## src/rtl/datapath_issue_decoder.sv

```systemverilog
// Instruction front end: assembles 2- or 3-word instructions from a valid/ready word stream
// and issues one registered control bundle to the datapath.
module datapath_issue_decoder #(
    parameter int unsigned CNT_W = 16
) (
    input  logic             clk,
    input  logic             rst_n,
    input  logic [31:0]      instr,
    input  logic             instr_valid,
    output logic             instr_ready,
    input  logic             stall,
    input  logic             flush,
    output logic [2:0]       op,
    output logic             form,
    output logic [1:0]       vec,
    output logic [3:0]       A,
    output logic [3:0]       B,
    output logic [3:0]       C,
    output logic [3:0]       D,
    output logic [3:0]       zero_reg,
    output logic [3:0]       Y1,
    output logic [3:0]       Y2,
    output logic [1:0]       write,
    output logic             const_a,
    output logic [31:0]      constant,
    output logic             issue,
    output logic             err,
    output logic [CNT_W-1:0] icount
);

    typedef struct packed {
        logic [2:0]  op;
        logic        form;
        logic [1:0]  vec;
        logic [1:0]  write;
        logic        const_a;
        logic        rsvd_hi;
        logic [3:0]  zero_reg;
        logic [17:0] rsvd_lo;
    } w0_t;

    typedef struct packed {
        logic [7:0] rsvd;
        logic [3:0] a;
        logic [3:0] b;
        logic [3:0] c;
        logic [3:0] d;
        logic [3:0] y1;
        logic [3:0] y2;
    } w1_t;

    typedef enum logic [1:0] {
        S_W0 = 2'd0,
        S_W1 = 2'd1,
        S_W2 = 2'd2
    } state_t;

    state_t state;
    w0_t    w0_q;
    w1_t    w1_q;
    w1_t    w1_cur;
    logic   accept;
    logic   complete;
    logic   malformed;

    assign instr_ready = ~stall & ~flush;
    assign accept      = instr_valid & instr_ready;

    // Operand word comes from the live bus for 2-word forms, from the shadow when W2 closes it.
    always_comb begin
        w1_cur    = w1_t'(instr);
        complete  = 1'b0;
        if (state == S_W2) begin
            w1_cur = w1_q;
        end
        if (accept) begin
            complete = ((state == S_W1) && !w0_q.const_a) || (state == S_W2);
        end
        malformed = w0_q.rsvd_hi | (|w0_q.rsvd_lo) | (|w1_cur.rsvd);
    end

    always_ff @(posedge clk or negedge rst_n) begin
        if (!rst_n) begin
            state    <= S_W0;
            w0_q     <= '0;
            w1_q     <= '0;
            op       <= '0;
            form     <= 1'b0;
            vec      <= '0;
            A        <= '0;
            B        <= '0;
            C        <= '0;
            D        <= '0;
            zero_reg <= '0;
            Y1       <= '0;
            Y2       <= '0;
            write    <= '0;
            const_a  <= 1'b0;
            constant <= '0;
            issue    <= 1'b0;
            err      <= 1'b0;
            icount   <= '0;
        end else begin
            write <= '0;
            issue <= 1'b0;

            // Flush drops ready, so it can never coincide with an accepted word.
            if (flush) begin
                state <= S_W0;
            end else if (accept) begin
                case (state)
                    S_W0: begin
                        w0_q  <= w0_t'(instr);
                        state <= S_W1;
                    end
                    S_W1: begin
                        w1_q  <= w1_t'(instr);
                        state <= w0_q.const_a ? S_W2 : S_W0;
                    end
                    S_W2:    state <= S_W0;
                    default: state <= S_W0;
                endcase
            end

            if (complete) begin
                op       <= w0_q.op;
                form     <= w0_q.form;
                vec      <= w0_q.vec;
                zero_reg <= w0_q.zero_reg;
                const_a  <= w0_q.const_a;
                A        <= w1_cur.a;
                B        <= w1_cur.b;
                C        <= w1_cur.c;
                D        <= w1_cur.d;
                Y1       <= w1_cur.y1;
                Y2       <= w1_cur.y2;
                if (state == S_W2) begin
                    constant <= instr;
                end
                if (malformed) begin
                    err <= 1'b1;
                end else begin
                    write  <= w0_q.write;
                    issue  <= 1'b1;
                    icount <= icount + CNT_W'(1);
                end
            end
        end
    end

endmodule
```

## config.mk

```make
export PLATFORM = sky130hd
export DESIGN_NAME = datapath_issue_decoder
export DESIGN_NICKNAME = d
export VERILOG_FILES = /design/src/rtl/datapath_issue_decoder.sv
export SDC_FILE = /design/constraint.sdc
export NUM_CORES = 1
export LEC_CHECK = 0
export BUFFER_PORTS_ARGS = -buffer_cell sky130_fd_sc_hd__buf_2
export CORE_MARGIN = 3
export CORE_UTILIZATION = 50
export CTS_BUF_LIST = sky130_fd_sc_hd__clkbuf_4 sky130_fd_sc_hd__clkbuf_8 sky130_fd_sc_hd__clkbuf_16
export DETAILED_ROUTE_END_ITERATION = 8
export MAX_ROUTING_LAYER = met4
export PLACE_DENSITY = 0.8
export SYNTH_ARGS = -nofsm -noshare
export SYNTH_HDL_FRONTEND = slang
export SYNTH_SLANG_ARGS = --single-unit
```

## constraint.sdc

```tcl
create_clock -name clk -period 5.5 [get_ports clk]
set_clock_uncertainty 0.1 [all_clocks]
set_input_delay 0.55 -clock clk [delete_from_list [all_inputs] [get_ports clk]]
set_output_delay 0.55 -clock clk [all_outputs]
set_load 0.01 [all_outputs]
```

# Word-level counts from Yosys, hierarchy flattened
# Index checks and enable logic that the tools add are counted.
[op_classes] add_sub_neg=1 eq_ne=2 muxes=10 n_bitwise=7 n_reduce_logical=12
[ops] cell="32-bit two-way mux" n=1
[ops] cell="18-bit OR reduction" n=1
[ops] cell="16-bit by 1-bit adder with 16-bit output (second input constant)" n=1
[ops] cell="2-bit two-way mux" n=5
[ops] cell="8-bit OR reduction" n=1
[ops] cell="2-bit AND reduction" n=3
[ops] cell="3-bit AND reduction" n=2
[ops] cell="2-bit case mux with 2 select lines" n=1
[ops] cell="1-bit two-way mux" n=3
[ops] cell="1-bit NOT" n=3
[ops] cell="1-bit AND" n=2
[ops] cell="2-bit by 1-bit equality test with 1-bit output (second input constant)" n=1
[ops] cell="2-bit equality test (second input constant)" n=1
[ops] cell="2-bit logical NOT" n=1
[ops] cell="1-bit bitwise OR" n=2
[ops] cell="2-bit nonzero test" n=1
[ops] cell="1-bit logical AND" n=1
[ops] cell="1-bit logical NOT" n=1
[ops] cell="1-bit logical OR" n=1
[word_totals] register_bits=153 input_bits=37 elab_cells=64

# Depth between registers and ports, before layout
# Gate-level depths: netlist of run 1.
[depth] word_depth=6 depth_mapped=7

# Worst setup path before layout of run 1
# No wires, ideal clock.
[synth_timing] path_type="input -> register" from="input port instr[28]" to="register icount[12]" arrival_ps=1904 slack_ps=3370 cell_stages=6 n_path_buf=1 cell_sequence="nor4_1 -> nand3b_1 -> a2111oi_4 -> buf_6 -> nand4_2 -> xnor2_2"
[synth_via] elab_chain_cells=5
[synth_lines] element="from (decl)" line="8" text="input logic [31:0] instr,"
[synth_lines] element="32-bit two-way mux" line="73" text="if (state == S_W2) begin"
[synth_lines] element="8-bit OR reduction" line="79" text="malformed = w0_q.rsvd_hi | (|w0_q.rsvd_lo) | (|w1_cur.rsvd);"
[synth_lines] element="1-bit bitwise OR" line="79"
[synth_lines] element="1-bit NOT (no source line)"
[synth_lines] element="2-bit AND reduction (no source line)"
[synth_lines] element="to (signal assigned)" line="145" text="icount <= icount + CNT_W'(1);"
[synth_lines] element="to (decl)" line="28" text="output logic [CNT_W-1:0] icount"
# No other way between the ends.
# A chain may end at the register's enable or synchronous reset.

# Worst setup path in the final report of run 1
[layout_timing] from="register state[1]" to="register icount[1]"
[layout_via] elab_chain_cells=6 word_cells_on_any_way=10
[layout_lines] element="from (decl)" line="58" text="state_t state;"
[layout_lines] element="from (signal assigned)" line="118" text="state <= w0_q.const_a ? S_W2 : S_W0;"
[layout_lines] element="2-bit equality test" line="73, 77"
[layout_lines] element="32-bit two-way mux" line="73"
[layout_lines] element="8-bit OR reduction" line="79"
[layout_lines] element="1-bit bitwise OR" line="79"
[layout_lines] element="1-bit NOT (no source line)"
[layout_lines] element="2-bit AND reduction (no source line) (*)"
# Mark *: on every way between the ends. The rest lies on a longest branch, timed or not.

==> flow_metrics.env, run 1 <==
export IMPL_status="completed"
export IMPL_maxSlewHeadroom_pct=23.2
export IMPL_hold_path_class="in2async"
export IMPL_drive_gt1_share_pct=48.2
export IMPL_h_tree_depth=4
export IMPL_required_ns=5.70
export IMPL_cts_num_sinks=153
export IMPL_p_per_area_mw_per_mm2=418
export IMPL_area_delta_synth_final_pct=23.2
export IMPL_synth_top_area_cell="dfrtp_1"
export IMPL_p_sw_share_pct=23.9
export IMPL_grt_pass1_vias=4171
export IMPL_post_cts_resized=0
export IMPL_tightest_slew_ns=1.15
export IMPL_remaining_drc_errors=0
export IMPL_postCtsHoldBufs=0
export IMPL_preCtsSetupSlack_ns=2.30
export IMPL_synthTopCellsByCount="dfrtp_1 (153), mux2_2 (107), nand2_1 (32)"
export IMPL_drv_slew=0
export IMPL_synth_area_leaders="dfrtp_1 (62%), mux2_2 (20%), mux2i_1 (4.1%)"
export IMPL_grt_max_degree=113
export IMPL_period_share_pct=57.8
export IMPL_core_area_sq_mm=0.0117
export IMPL_clockPowerShare_pct=41.4
export IMPL_clk_pin_slew_ns=0.06
export IMPL_grt_util_all_layers_pct=20.4
export IMPL_yosysMostFrequentCell="dfrtp_1"
export IMPL_syn_inst=432
export IMPL_dieArea_sq_mm=0.0136
export IMPL_rsz0062_at_grt="false"
export IMPL_synth_seq_area_share_pct=62.4
export IMPL_timing_fmax_mhz=315
export IMPL_port_buffers=124
export IMPL_synthArstFlopShare_pct=100
export IMPL_post_cts_buffers=0
export IMPL_synth_area_per_cell_sq_um=14.2
export IMPL_diodes=0
export IMPL_use_met2_pct=33.6
export IMPL_drt_wl_total_um=12700
export IMPL_cts_root_buffer="clkbuf_16"
export IMPL_p_sw_uw=754
export IMPL_combPwrFrac_pct=13.0
export IMPL_r2r_slack_ns=2.32
export IMPL_vias=3904
export IMPL_leakagePower_nw=3.76
export IMPL_synth_ff_type="dfrtp_1"
export IMPL_ys_types=37
export IMPL_cap_violations=0
export IMPL_top_usage_layer="met2"
export IMPL_place_congestion=0.772
export IMPL_insertion_delay_ns=0.42
export IMPL_vias_per_cell=5.47
export IMPL_crit_path_start_kind="register"
export IMPL_p_int_mw=2.41
export IMPL_crit_fanout=61
export IMPL_boundaryPins=125
export IMPL_use_met3_pct=5.03
export IMPL_crit_type="reg2reg"
export IMPL_ys_warn_count=0
export IMPL_grt_pass1_wl_um=20600
export IMPL_cp_arrival_ns=3.37
export IMPL_firstDrtPassIters=4
export IMPL_p_seq_share_pct=45.5
export IMPL_routedWlPerCell_um=17.8
export IMPL_finalSetupViolations=0
export IMPL_die_width_um=117
export IMPL_antenna_found_initial=0
export IMPL_synth_top_cell_area_share_pct=62.4
export IMPL_met1_usage_pct=24.6
export IMPL_grt_overflow_total=0
export IMPL_layout_nets=596
export IMPL_finalCriticalPeriod_ns=3.18
export IMPL_syn_num_nets=470
export IMPL_critPathCaptureType="register"
export IMPL_start_util_pct=52.4
export IMPL_fp_dieH_um=117
export IMPL_peakVddDrop_mv=0.296
export IMPL_synth_area_sq_mm=0.00613
export IMPL_hpwl_um=8320
export IMPL_cts_buffers=17
export IMPL_reg_largest_list="constant: 32 flops, w0_q: 32 flops, w1_q: 32 flops"
export IMPL_drt_iter0_markers=231
export IMPL_rows=39
export IMPL_ys_ff_latch=153
export IMPL_clockBufferDepth=2
export IMPL_hold_viol_final=0
export IMPL_synth_edf_count=0
export IMPL_drtAntennaViolNets=0
export IMPL_setup_slack_ns=2.32
export IMPL_timing_setup_tns_ns=0
export IMPL_cts_tree="built"
[power by group through the flow]
stage,sequential [mW],combinational [mW],clock (mW)
after floorplan,1.47,0.196,0
after CTS,1.44,0.422,1.33
after global placement,1.44,0.400,0
after global routing,1.46,0.459,1.38
after detailed placement,1.46,0.417,0
final,1.44,0.412,1.31
[logic make-up (layout without fill, tap and decap cells)]
logic type                 after synthesis  after routing  synth area share [%]
AOI/OAI and AO/OA                       32             32                  3.06
buffers and inverters                   20            159                  1.55
xor gates and xnor gates                15             15                  2.26
adders and majority gates                1              1                 0.204
muxes                                  132            132                  23.7
DFF                                    153            153                  62.4
and+or+nand+nor                         79             79                  6.77
[per-stage QoR]
step / power [mW] / instance area (sq um) / utilization [%] / instances / hold slack [ns]
3_3_place_gp: 1.84 / 6890 / 58.8 / 682 / 0.356
3_5_place_dp: 1.87 / 6890 / 58.8 / 682 / 0.362
6_report: 3.16 / 7560 / 64.5 / 714 / 0.167
5_1_grt: 3.30 / 7560 / 64.5 / 714 / 0.249
2_1_floorplan: 1.67 / 6130 / - / 432 / 0.154
4_1_cts: 3.19 / 7560 / 64.5 / 714 / 0.203
[metal layers]
layer,wire [um],vias up
met5,0,-
met4,187,0
met3,662,17
met2,6470,111
met1,5400,1999
li1,-,1777
[worst max-delay path: stages, from the launching register on]
cell and delay, ns:
dfrtp_1 0.40, nor2b_4 0.95, o21ai_4 0.09, buf_4 0.36, a2111oi_4 0.72, mux2_2 0.42
[area by class of cell]
cell class              count  area, sq um
well taps                 143          179
inverters                   1         3.75
flip-flops and latches    153         3830
multi-input cells         259         2230
clock inverters            13          224
clock buffers              19          447
repair buffers            126          642
fillers                   878         4150
[worst paths after layout]
check	start	end	depth (start not counted)
max	state[1]$_DFFE_PN0P_	icount[1]$_DFFE_PN0P_	5
min	rst_n	constant[25]$_DFFE_PN0P_	1
max reg2reg	state[1]$_DFFE_PN0P_	icount[1]$_DFFE_PN0P_	5
min reg2reg	icount[15]$_DFFE_PN0P_	icount[15]$_DFFE_PN0P_	1
max in group asynchronous	rst_n	w1_q[12]$_DFFE_PN0P_	2
min in group clk	flush	state[1]$_DFFE_PN0P_	2
[placed cells by master (no fill, tap or decap), drive strengths merged]
| master | synthesis | routed |
|---|---|---|
| inv | 1 | 1 |
| or3 | 1 | 1 |
| xnor2 | 14 | 14 |
| ha | 1 | 1 |
| mux2i | 25 | 25 |
| o21bai | 1 | 1 |
| and3 | 3 | 3 |
| and4 | 1 | 1 |
| o21ai | 25 | 25 |
| nor3 | 1 | 1 |
| a2111oi | 1 | 1 |
| bufinv | 0 | 6 |
| dfrtp | 153 | 153 |
| a21oi | 4 | 4 |
| clkinvlp | 0 | 2 |
| clkbuf | 5 | 19 |
| nor2 | 7 | 7 |
| nand3b | 2 | 2 |
| xor2 | 1 | 1 |
| mux2 | 107 | 107 |
| buf | 14 | 126 |
| a211oi | 1 | 1 |
| nor3b | 2 | 2 |
| or2b | 1 | 1 |
| nand3 | 9 | 9 |
| nor2b | 3 | 3 |
| clkinv | 0 | 5 |
| and2 | 2 | 2 |
| nor4 | 8 | 8 |
| nand2 | 32 | 32 |
| or4b | 1 | 1 |
| nand4 | 6 | 6 |
(Power assumes the default switching activity.)
==> run 2: changes to the inputs <==
Clock period 5.5 ns to 3.3 ns, I/O delays scaled along.
==> run 2 against run 1 <==
Effect of this change:
- clock-buffer cell count increased by 4
- critical path depth decreased by 1
- fmax increased by 23%
- sequential power increased by 67%
- global-route usage increased by 0.38 points
- sequential share of layout area increased by 0.31 points
- via count decreased by 1.0%
- combinational power increased by 67%
- setup slack got worse by 1.6 ns
- critical endpoint unchanged
==> flow_metrics.env, run 2 (synthesis results as in run 1) <==
export IMPL_min_from="flush"
export IMPL_routedWlPerCell_um=17.7
export IMPL_hold_path_class="in2reg"
export IMPL_final_area_sq_mm=0.00751
export IMPL_layout_commonest_cell="dfrtp_1"
export IMPL_fillers=894
export IMPL_crit_type="reg2reg"
export IMPL_cts_num_sinks=153
export IMPL_core_area_sq_mm=0.0117
export IMPL_p_int_mw=3.76
export IMPL_h_tree_depth=4
export IMPL_drv_slew=0
export IMPL_remaining_drc_errors=0
export IMPL_cts_tree="built"
export IMPL_cp_num_buf_inv=0
export IMPL_fp_dieH_um=117
export IMPL_whs_endpoint="state[1]$_DFFE_PN0P_"
export IMPL_final_cells=718
export IMPL_r2r_cells=4
export IMPL_antenna_found_initial=0
export IMPL_combPwrFrac_pct=13.8
export IMPL_p_per_area_mw_per_mm2=664
export IMPL_cap_violations=0
export IMPL_port_buffers=124
export IMPL_layout_nets=601
export IMPL_postCtsHoldBufs=1
export IMPL_cp_slowest_cell="a2111oi_4"
export IMPL_grt_overflow_total=0
export IMPL_cp_arrival_ns=2.78
export IMPL_grt_max_degree=84
export IMPL_critPathCaptureType="register"
export IMPL_diodes=0
export IMPL_hold_depth=2
export IMPL_clk_pin_slew_ns=0.06
export IMPL_area_delta_synth_final_pct=22.5
export IMPL_crit_path_start_kind="register"
export IMPL_tightest_slew_ns=0.887
export IMPL_rows=39
export IMPL_fin_util_pct=64.1
export IMPL_dpl_cell_count=686
export IMPL_drt_wl_total_um=12700
export IMPL_maxSlewHeadroom_pct=40.7
export IMPL_start_util_pct=52.4
export IMPL_hpwl_um=8690
export IMPL_cp_slowest_stage_delay_ns=0.77
export IMPL_critical_path_top_delay_family="compound AO/OA/AOI/OAI gates"
export IMPL_required_ns=3.50
export IMPL_finalCriticalPeriod_ns=2.58
export IMPL_cts_root_buffer="clkbuf_16"
export IMPL_setup_slack_ns=0.719
export IMPL_timing_setup_tns_ns=0
export IMPL_hold_viol_final=0
export IMPL_period_share_pct=78.2
export IMPL_dieArea_sq_mm=0.0136
export IMPL_boundaryPins=125
export IMPL_layout_common_cells="dfrtp_1 (153), buf_2 (123), mux2_2 (107)"
export IMPL_vias_per_cell=5.38
export IMPL_grt_pass1_vias=4177
export IMPL_rsz0062_at_grt="false"
export IMPL_crit_fanout=17
export IMPL_vias=3865
export IMPL_finalSetupViolations=0
export IMPL_insertion_delay_ns=0.42
export IMPL_leakagePower_nw=3.75
export IMPL_post_cts_buffers=0
export IMPL_preCtsSetupSlack_ns=0.682
export IMPL_cts_buffers=17
export IMPL_r2r_slack_ns=0.72
export IMPL_drtAntennaViolNets=0
export IMPL_status="completed"
export IMPL_p_sw_mw=1.23
export IMPL_peakVddDrop_mv=0.376
export IMPL_place_congestion=0.795
export IMPL_rr_endpoint="icount[1]$_DFFE_PN0P_"
export IMPL_timing_fmax_mhz=387
export IMPL_reg2reg_from="state[1]$_DFFE_PN0P_"
export IMPL_reg_largest_list="constant: 32 flops, w0_q: 32 flops, w1_q: 32 flops"
export IMPL_firstDrtPassIters=4
export IMPL_p_seq_share_pct=48.1
export IMPL_placed_area_sq_mm=0.00692
export IMPL_grt_pass1_wl_um=20800
export IMPL_grt_util_all_layers_pct=20.8
export IMPL_drive_gt1_share_pct=48.3
export IMPL_die_width_um=117
export IMPL_clockPowerShare_pct=38.1
export IMPL_post_cts_resized=0
export IMPL_clockBufferDepth=2
export IMPL_drt_iter0_markers=142
export IMPL_crit_path_cell_trace="nor2b_4 > nand3_2 > a2111oi_4 > mux2_2"
export IMPL_p_sw_share_pct=24.7
## run 2: stage by stage
step	total power, mW	hold WS, ns
after floorplan	2.78	-0.0656
after global placement	3.07	0.318
after detailed placement	3.13	0.327
after CTS	5.05	0.0196
after global routing	5.23	0.0245
final	4.99	0.0420
## run 2: power by group through the flow
stage                     combinational [mW]  sequential [mW]  clock (mW)
after floorplan                        0.327             2.45           0
after global routing                   0.773             2.43        2.03
after detailed placement               0.703             2.43           0
after CTS                              0.708             2.40        1.95
final                                  0.690             2.40        1.90
after global placement                 0.669             2.40           0
## run 2: cell type report
type	instances	area, sq um	share of cell area, %
clock inverters	8	95.1	1.27
well taps	143	179	2.38
repair buffers	131	682	9.08
inverters	1	3.75	0.0500
flip-flops and latches	153	3830	51.0
clock buffers	23	489	6.51
multi-input cells	259	2230	29.7
## run 2: worst max-delay path by stage
stage / end / cells past startpoint / startpoint
after floorplan: icount[12]$_DFFE_PN0P_ / 6 / w0_q[2]$_DFFE_PN0P_
after global routing: icount[10]$_DFFE_PN0P_ / 5 / state[1]$_DFFE_PN0P_
final: icount[1]$_DFFE_PN0P_ / 4 / state[1]$_DFFE_PN0P_
after global placement: icount[1]$_DFFE_PN0P_ / 4 / w0_q[10]$_DFFE_PN0P_
after CTS: icount[1]$_DFFE_PN0P_ / 4 / state[1]$_DFFE_PN0P_
after detailed placement: icount[1]$_DFFE_PN0P_ / 4 / state[1]$_DFFE_PN0P_
## run 2: metal layers
metal  routed length (um)  GRT usage, %
met1                 5680          25.9
met2                 6250          33.0
met3                  637          6.17
met4                  109          6.19
met5                    0             -
## run 2: worst register-to-register path: cells and delay by family, from the launching register on
| family | cells | cell delay (ns) |
|---|---|---|
| muxes | 1 | 0.41 |
| and+or+nand+nor | 2 | 0.78 |
| AOI/OAI and AO/OA | 1 | 0.77 |
| DFF | 1 | 0.41 |
